File: src/rtl/serial_adder_ctrl.sv
`default_nettype none
// ============================================================================
//  Module   : serial_adder_ctrl
//  Purpose  : Bit-serial adder controller. One full-adder cell is reused over
//             N cycles to add two N-bit operands, with a start/busy/done
//             handshake and registered sum, carry-out and signed overflow.
//  Options  : SERIAL_SUB_EN - adds a 'sub' input selecting a - b.
//  Revision : 1.0 - initial release
// ============================================================================
module serial_adder_ctrl #(
   parameter int N = 8
) (
   input  logic         clk,
   input  logic         rst,
   input  logic         start,
   input  logic [N-1:0] a,
   input  logic [N-1:0] b,
   input  logic         cin,
`ifdef SERIAL_SUB_EN
   input  logic         sub,
`endif
   output logic         busy,
   output logic         done,
   output logic [N-1:0] sum,
   output logic         cout,
   output logic         ovf
);

   // Counter is one bit wider than strictly needed so N-1 always fits.
   localparam int            CW       = $clog2(N) + 1;
   localparam logic [CW-1:0] CNT_LAST = CW'(N - 1);

   localparam logic [1:0] ST_IDLE = 2'd0;
   localparam logic [1:0] ST_RUN  = 2'd1;
   localparam logic [1:0] ST_DONE = 2'd2;

   logic [1:0]    state_q, state_d;
   logic [N-1:0]  ra_q, rb_q, sr_q, sum_q;
   logic          carry_q, cout_q, ovf_q;
   logic [CW-1:0] cnt_q;

   logic          fa_s, fa_c;
   logic          accept;
   logic          last_bit;
   logic [N-1:0]  b_load;
   logic          carry_load;

   // The time-shared full-adder cell: x = ra[0], y = rb[0], z = carry.
   assign fa_s = ra_q[0] ^ rb_q[0] ^ carry_q;
   assign fa_c = (ra_q[0] & rb_q[0]) | (ra_q[0] & carry_q) | (rb_q[0] & carry_q);

   assign accept   = (state_q == ST_IDLE) && start;
   assign last_bit = (state_q == ST_RUN) && (cnt_q == CNT_LAST);

`ifdef SERIAL_SUB_EN
   // Subtraction is a + ~b + 1; cin is ignored when subtracting.
   assign b_load     = sub ? ~b : b;
   assign carry_load = sub ? 1'b1 : cin;
`else
   assign b_load     = b;
   assign carry_load = cin;
`endif

   // State register.
   always_ff @(posedge clk) begin
      if (rst) state_q <= ST_IDLE;
      else     state_q <= state_d;
   end

   // Next-state logic: IDLE -> RUN on start, RUN -> DONE after N bits, DONE -> IDLE.
   always_comb begin
      state_d = state_q;
      case (state_q)
         ST_IDLE: if (start) state_d = ST_RUN;
         ST_RUN:  if (cnt_q == CNT_LAST) state_d = ST_DONE;
         ST_DONE: state_d = ST_IDLE;
         default: state_d = ST_IDLE;
      endcase
   end

   // Handshake outputs decoded from the state.
   always_comb begin
      busy = (state_q != ST_IDLE);
      done = (state_q == ST_DONE);
   end

   // Operand capture, bit-serial datapath and result transfer on the last bit.
   always_ff @(posedge clk) begin
      if (rst) begin
         ra_q    <= '0;
         rb_q    <= '0;
         sr_q    <= '0;
         carry_q <= 1'b0;
         cnt_q   <= '0;
         sum_q   <= '0;
         cout_q  <= 1'b0;
         ovf_q   <= 1'b0;
      end else if (accept) begin
         ra_q    <= a;
         rb_q    <= b_load;
         carry_q <= carry_load;
         cnt_q   <= '0;
      end else if (state_q == ST_RUN) begin
         ra_q    <= {1'b0, ra_q[N-1:1]};
         rb_q    <= {1'b0, rb_q[N-1:1]};
         sr_q    <= {fa_s, sr_q[N-1:1]};
         carry_q <= fa_c;
         cnt_q   <= cnt_q + 1'b1;
         if (last_bit) begin
            // carry_q here is the carry into the MSB; fa_c is the carry out.
            sum_q  <= {fa_s, sr_q[N-1:1]};
            cout_q <= fa_c;
            ovf_q  <= carry_q ^ fa_c;
         end
      end
   end

   assign sum  = sum_q;
   assign cout = cout_q;
   assign ovf  = ovf_q;

endmodule
`default_nettype wire

File: config.mk
export PLATFORM = sky130hd
export DESIGN_NAME = serial_adder_ctrl
export DESIGN_NICKNAME = d
export VERILOG_FILES = /design/src/rtl/serial_adder_ctrl.sv
export SDC_FILE = /design/constraint.sdc
export NUM_CORES = 1
export LEC_CHECK = 0
export ABC_AREA = 1
export CORE_AREA = 2 2 80 67
export CTS_BUF_LIST = sky130_fd_sc_hd__clkbuf_8
export DETAILED_ROUTE_END_ITERATION = 8
export DIE_AREA = 0 0 82 69
export PLACE_DENSITY = 0.73
export SETUP_SLACK_MARGIN = 0.4
export SLEW_MARGIN = 10
export SYNTH_ARGS = -nofsm -noshare
export SYNTH_HDL_FRONTEND = slang
export SYNTH_SLANG_ARGS = --single-unit
File: constraint.sdc
create_clock -name clk -period 1.06 [get_ports clk]
set_input_delay 0.159 -clock clk [delete_from_list [all_inputs] [get_ports clk]]
set_output_delay 0.159 -clock clk [all_outputs]
set_load 0.02 [all_outputs]
-- After elaboration in Yosys (flattened, before gate mapping)
Index checks and enable logic that the tools add are counted.
- $add $sub $neg: 1
- equality and inequality tests: 5
- mux-type cells: 9
- bitwise logic cells: 9
- reduce and logical (&&, ||, !) cells: 9
- operators by type and width (cell ; number):
    two-way mux 8 bit ; 4
    adder 4 x 1 -> 4 bit, second input constant ; 1
    == test 4 x 3 -> 1 bit, second input constant ; 1
    two-way mux 2 bit ; 2
    != test 2 bit, second input constant ; 2
    one-hot mux 2 bit (2 select lines) ; 1
    AND reduction 2 bit ; 2
    nonzero test 2 bit ; 2
    bitwise AND 1 bit ; 3
    AND reduction 3 bit ; 1
    XOR 1 bit ; 3
    == test 2 x 1 -> 1 bit, second input constant ; 1
    == test 2 bit, second input constant ; 1
    logical AND 1 bit ; 2
    zero test 2 bit ; 1
    two-way mux 1 bit ; 2
    OR 1 bit ; 2
    OR reduction 2 bit ; 1
    NOT 1 bit ; 1
- flip-flop bits (word level): 41
- input port bits: 20
- output and inout port bits: 12
- logic and storage cells: 42

-- Logic depth before layout (Yosys ltp)
- depth in word-level cells: 5
- depth in mapped cells: 8
- gate-level depth less buffers: 7

-- Worst setup path after synthesis
OpenSTA, ideal clock, no wires.
- kind: register to register
- start: reg ra_q[0]
- end: reg ovf_q, in the netlist ovf
- setup time: 0.113 ns
- data arrival time: 1.054 ns
- data required time: 0.947 ns
- path slack: -0.107 ns
- stages on the path, launching flop included: 5
- buffers on the path: 0
- period minus slack after synthesis: 1.167 ns
- path through: dfxtp_1 > fa_1 > xor2_1 > nor2_1 > nor2_1
- word-level cells in the longest chain between the ends: 4
- elaborated cells between the ends (all ways): 5
- those cells by class: bitwise: 5
- RTL lines (what ; line ; RTL):
    start: declaration ; 38 ; logic [N-1:0] ra_q, rb_q, sr_q, sum_q;
    start signal: assignment ; 104 ; ra_q <= {1'b0, ra_q[N-1:1]};
    bitwise AND 1 bit ; 50 ; assign fa_c = (ra_q[0] & rb_q[0]) | (ra_q[0] & carry_q) | (rb_q[0] & carry_q);
    OR 1 bit (*) (2 in a row) ; 50 ;
    via fa_c ; 42 ; logic fa_s, fa_c;
    XOR 1 bit (*) ; 113 ; ovf_q <= carry_q ^ fa_c;
    end signal: assignment ; 113 ;
    end: declaration ; 39 ; logic carry_q, cout_q, ovf_q;
Mark *: on every way through the listed nets, which the timed path passes. The rest lies on a longest branch.
A chain may end at the register's enable or synchronous reset.

-- Worst setup path after layout
- start: reg state_q[0]
- end: reg cnt_q[3]
- word-level cells in the longest chain between the ends: 3
- elaborated cells between the ends (all ways): 4
- those cells by class: eq/ne: 1; reduce/logical: 3
- RTL lines (what ; line ; RTL):
    start: declaration ; 37 ; logic [1:0] state_q, state_d;
    start signal: assignment ; 67 ; else state_q <= state_d;
    zero test 2 bit ; 52 ; assign accept = (state_q == ST_IDLE) && start;
    logical AND 1 bit ; 52 ;
    OR reduction 2 bit (no line) ; -- ;
    end signal: assignment ; 108 ; cnt_q <= cnt_q + 1'b1;
    end: declaration ; 40 ; logic [CW-1:0] cnt_q;
Parallel ways exist; a longest one is shown, timed or not.

==> flow_summary_export.csv <==
group,metric,value,unit
status,status,"complete, but fails checks",
status,failed_checks,"negative setup slack",
worst_setup_path,crit_start,"state_q[0]$_SDFFE_PP0P_",
worst_setup_path,reg2reg_depth,7,
final_layout,fillers,372,
logic_synthesis,ys_seq_area_frac,0.430,
clock_network,cts_sinks,40,
sta,setup_viol,41,
worst_setup_path,slowest_delay,0.40,ns
clock_network,h-tree-depth,2,
pwr,power.density,1220,nW/um^2
logic_synthesis,synthDistinctLibCells,21,
grt,grtUsageTotal,0.186,
final_layout,antenna_cells,0,
logic_synthesis,synth-seq-cells,40,
worst_setup_path,crit_chain,"buf_6 -> buf_6 -> nand2_8 -> nor2_1 -> nand2_1 -> nand2_1 -> nor2_1",
flow_run,maxCapViolCount,0,
die,ios,32,
sta,worst_slack,-0.182,ns
grt,grt_pass1_vias,1801,
route,route.detailed.drc,0,
route,num_vias,1920,
die,dieArea,5660,um^2
logic_synthesis,syn_inst,258,
worst_setup_path,crit_path_start_kind,"flip-flop",
die,rows,23,
worst_hold_path,hp-start,"b[7]",
placement,place.gp.congestion,0.784,
die,fp.dieH,69,um
sta,rsz0062_at_grt,"true",
clock_network,clockRootBuffer,"clkbuf_8",
worst_hold_path,holdPathStages,3,
placement,dpl_worst_slack,-0.333,ns
final_layout,drive_gt1_frac,0.423,
logic_synthesis,netlist_area,1860,um^2
final_layout,final_nets,347,
sta,worst_pin_slew,0.271,ns
clock_network,path_clk_slew,0.09,ns
sta,skew,0.00997,ns
sta,period_needed,1.24,ns
placement,dp_cells,368,
grt,grt_pass1_wl,8280,um
final_layout,syn2layout_area_growth,64.6,%
worst_setup_path,cp_max_fo,5,
route,wirelength,5570,um
worst_hold_path,hold_path.class,"input pin to flip-flop",
pwr,total_power,0.00373,W
worst_setup_path,cp.buffers_inverters,2,
clock_network,clk_path_buf_depth,2,
worst_setup_path,slowest_stage,"dfxtp_4",
worst_setup_path,arrival,1.44,ns
clock_network,cts_buffers,5,
final_layout,final_cells,388,
final_layout,multiInputGateArea,1140,um^2
worst_setup_path,timing.rr.start,"state_q[0]$_SDFFE_PP0P_",
die,start_util,0.385,
sta,relSlewSlack,0.819,
worst_setup_path,worstPathRequired,1.26,ns
worst_setup_path,critPathKind,"flip-flop to flip-flop",
placement,dp.final_hpwl,3060,um
placement,port_buffers,31,
route,via_per_inst,4.95,
route,drtIter0Drc,138,
sta,fin_setup_tns,-4.06,ns
grt,grt_max_degree,19,
clock_network,clkLatencyLatePin,0.30,ns
worst_setup_path,cp_top_family,"simple AND/OR/NAND/NOR gates",
route,drtAntennaViolNets,0,
logic_synthesis,synthesis.nets,280,
sta,fmax,805,MHz
route,first_pass_iters,4,
sta,drv_slew,0,
worst_setup_path,cp.depth,7,
logic_synthesis,syn_avg_cell_area,7.22,um^2
pwr,p_leak,1.39,nW
sta,period_share,1.17,
route,post_drt_wl_per_cell,14.3,um
pwr,ir_drop,521,uV
die,core_area,4830,um^2
clock_network,cts_tree,"done",
grt,overflow,0,
worst_setup_path,ff2ff_setup_slack,-0.18,ns
worst_setup_path,worst_setup_path_end_kind,"flip-flop",
sta,finalHoldViolations,0,
die,fp.dieW,82,um
grt,antenna_found_initial,0,
logic_synthesis,yosys_warnings,0,
final_layout,regArea,825,um^2
[power breakdown]
part | leakage (nW) | switching, W | internal, W
Sequential | 0.335 | 0.0000601 | 0.00158
Clock | 0.0548 | 0.000605 | 0.000710
Combinational | 1.00 | 0.000383 | 0.000389
[synth_stat cells (all sizes together)]
library cell	instances	area share
ha	1	0.0067
xor2	3	0.014
nor2	33	0.079
a21oi	17	0.062
fa	1	0.011
nand3	36	0.097
dfxtp	40	0.43
inv	23	0.046
o21ai	9	0.030
nand2	81	0.17
buf	14	0.054
[kinds of logic (layout without fill, tap and decap cells)]
| group | Yosys count | count (layout) | synth area share |
|---|---|---|---|
| AOI/OAI and AO/OA | 26 | 26 | 0.0921 |
| xor gates and xnor gates | 3 | 3 | 0.0141 |
| adders and majority gates | 2 | 2 | 0.0175 |
| buffers and inverters | 37 | 103 | 0.101 |
| DFF | 40 | 40 | 0.430 |
| and+or+nand+nor | 150 | 152 | 0.345 |
[cell type report]
| cell class | count | share of cell area |
|---|---|---|
| inverter | 23 | 0.0306 |
| tap | 62 | 0.0253 |
| clock inverter | 3 | 0.0151 |
| sequential | 40 | 0.269 |
| timing repair buffer | 72 | 0.265 |
| multi-input combinational | 183 | 0.372 |
| clock buffer | 5 | 0.0225 |
[flip-flops by register name, indices dropped and copies added, names as in the netlist]
name / count
ovf: 1
state_q: 2
carry_q: 1
rb_q: 8
cnt_q: 4
sum: 8
ra_q: 8
sr_q: 7
cout: 1
[cell usage in the layout, fill, tap and decap left out, drive strengths merged, types with 3 or more instances in the layout]
master / instances
nand2: 82
buf: 52
dfxtp: 40
nand3: 36
nor2: 34
inv: 24
clkdlybuf4s50: 19
a21oi: 17
o21ai: 9
clkbuf: 6
xor2: 3
[metrics by stage]
stage          utilization  instance area, um^2  hold slack [ns]
2_1_floorplan            -                 1960            0.306
3_3_place_gp         0.525                 2540            0.440
3_5_place_dp         0.525                 2540            0.447
4_1_cts              0.587                 2840            0.410
5_1_grt              0.634                 3060            0.448
6_report             0.634                 3060            0.428
[worst paths after layout]
path | to
max | cnt_q[3]$_SDFFE_PP0N_
min | rb_q[7]$_SDFFE_PP0P_
max reg2reg | cnt_q[3]$_SDFFE_PP0N_
min reg2reg | sum[2]$_SDFFE_PP0P_
[worst min-delay path: stages]
cell and delay (ns):
clkdlybuf4s50_1 0.41, nand2_1 0.07, a21oi_1 0.05
[repair_timing]
action | in CTS | in global routing
hold buffers | 0 | 0
hold endpoints to repair | 0 | 0
buffers inserted | 4 | 5
resized for setup | 107 | 38
cloned | 2 | 1
pin swaps | 23 | 24
setup endpoints to repair | 52 | 52
[layer usage]
layer  global-route usage  vias up  routed length (um)
met5                    0        -                   0
met3               0.0406       11                 263
met1                0.242      903                2370
li1                     -      945                   -
met2                0.303       61                2810
met4               0.0593        0                 118
No activity file was read; power rests on OpenSTA's default activity.
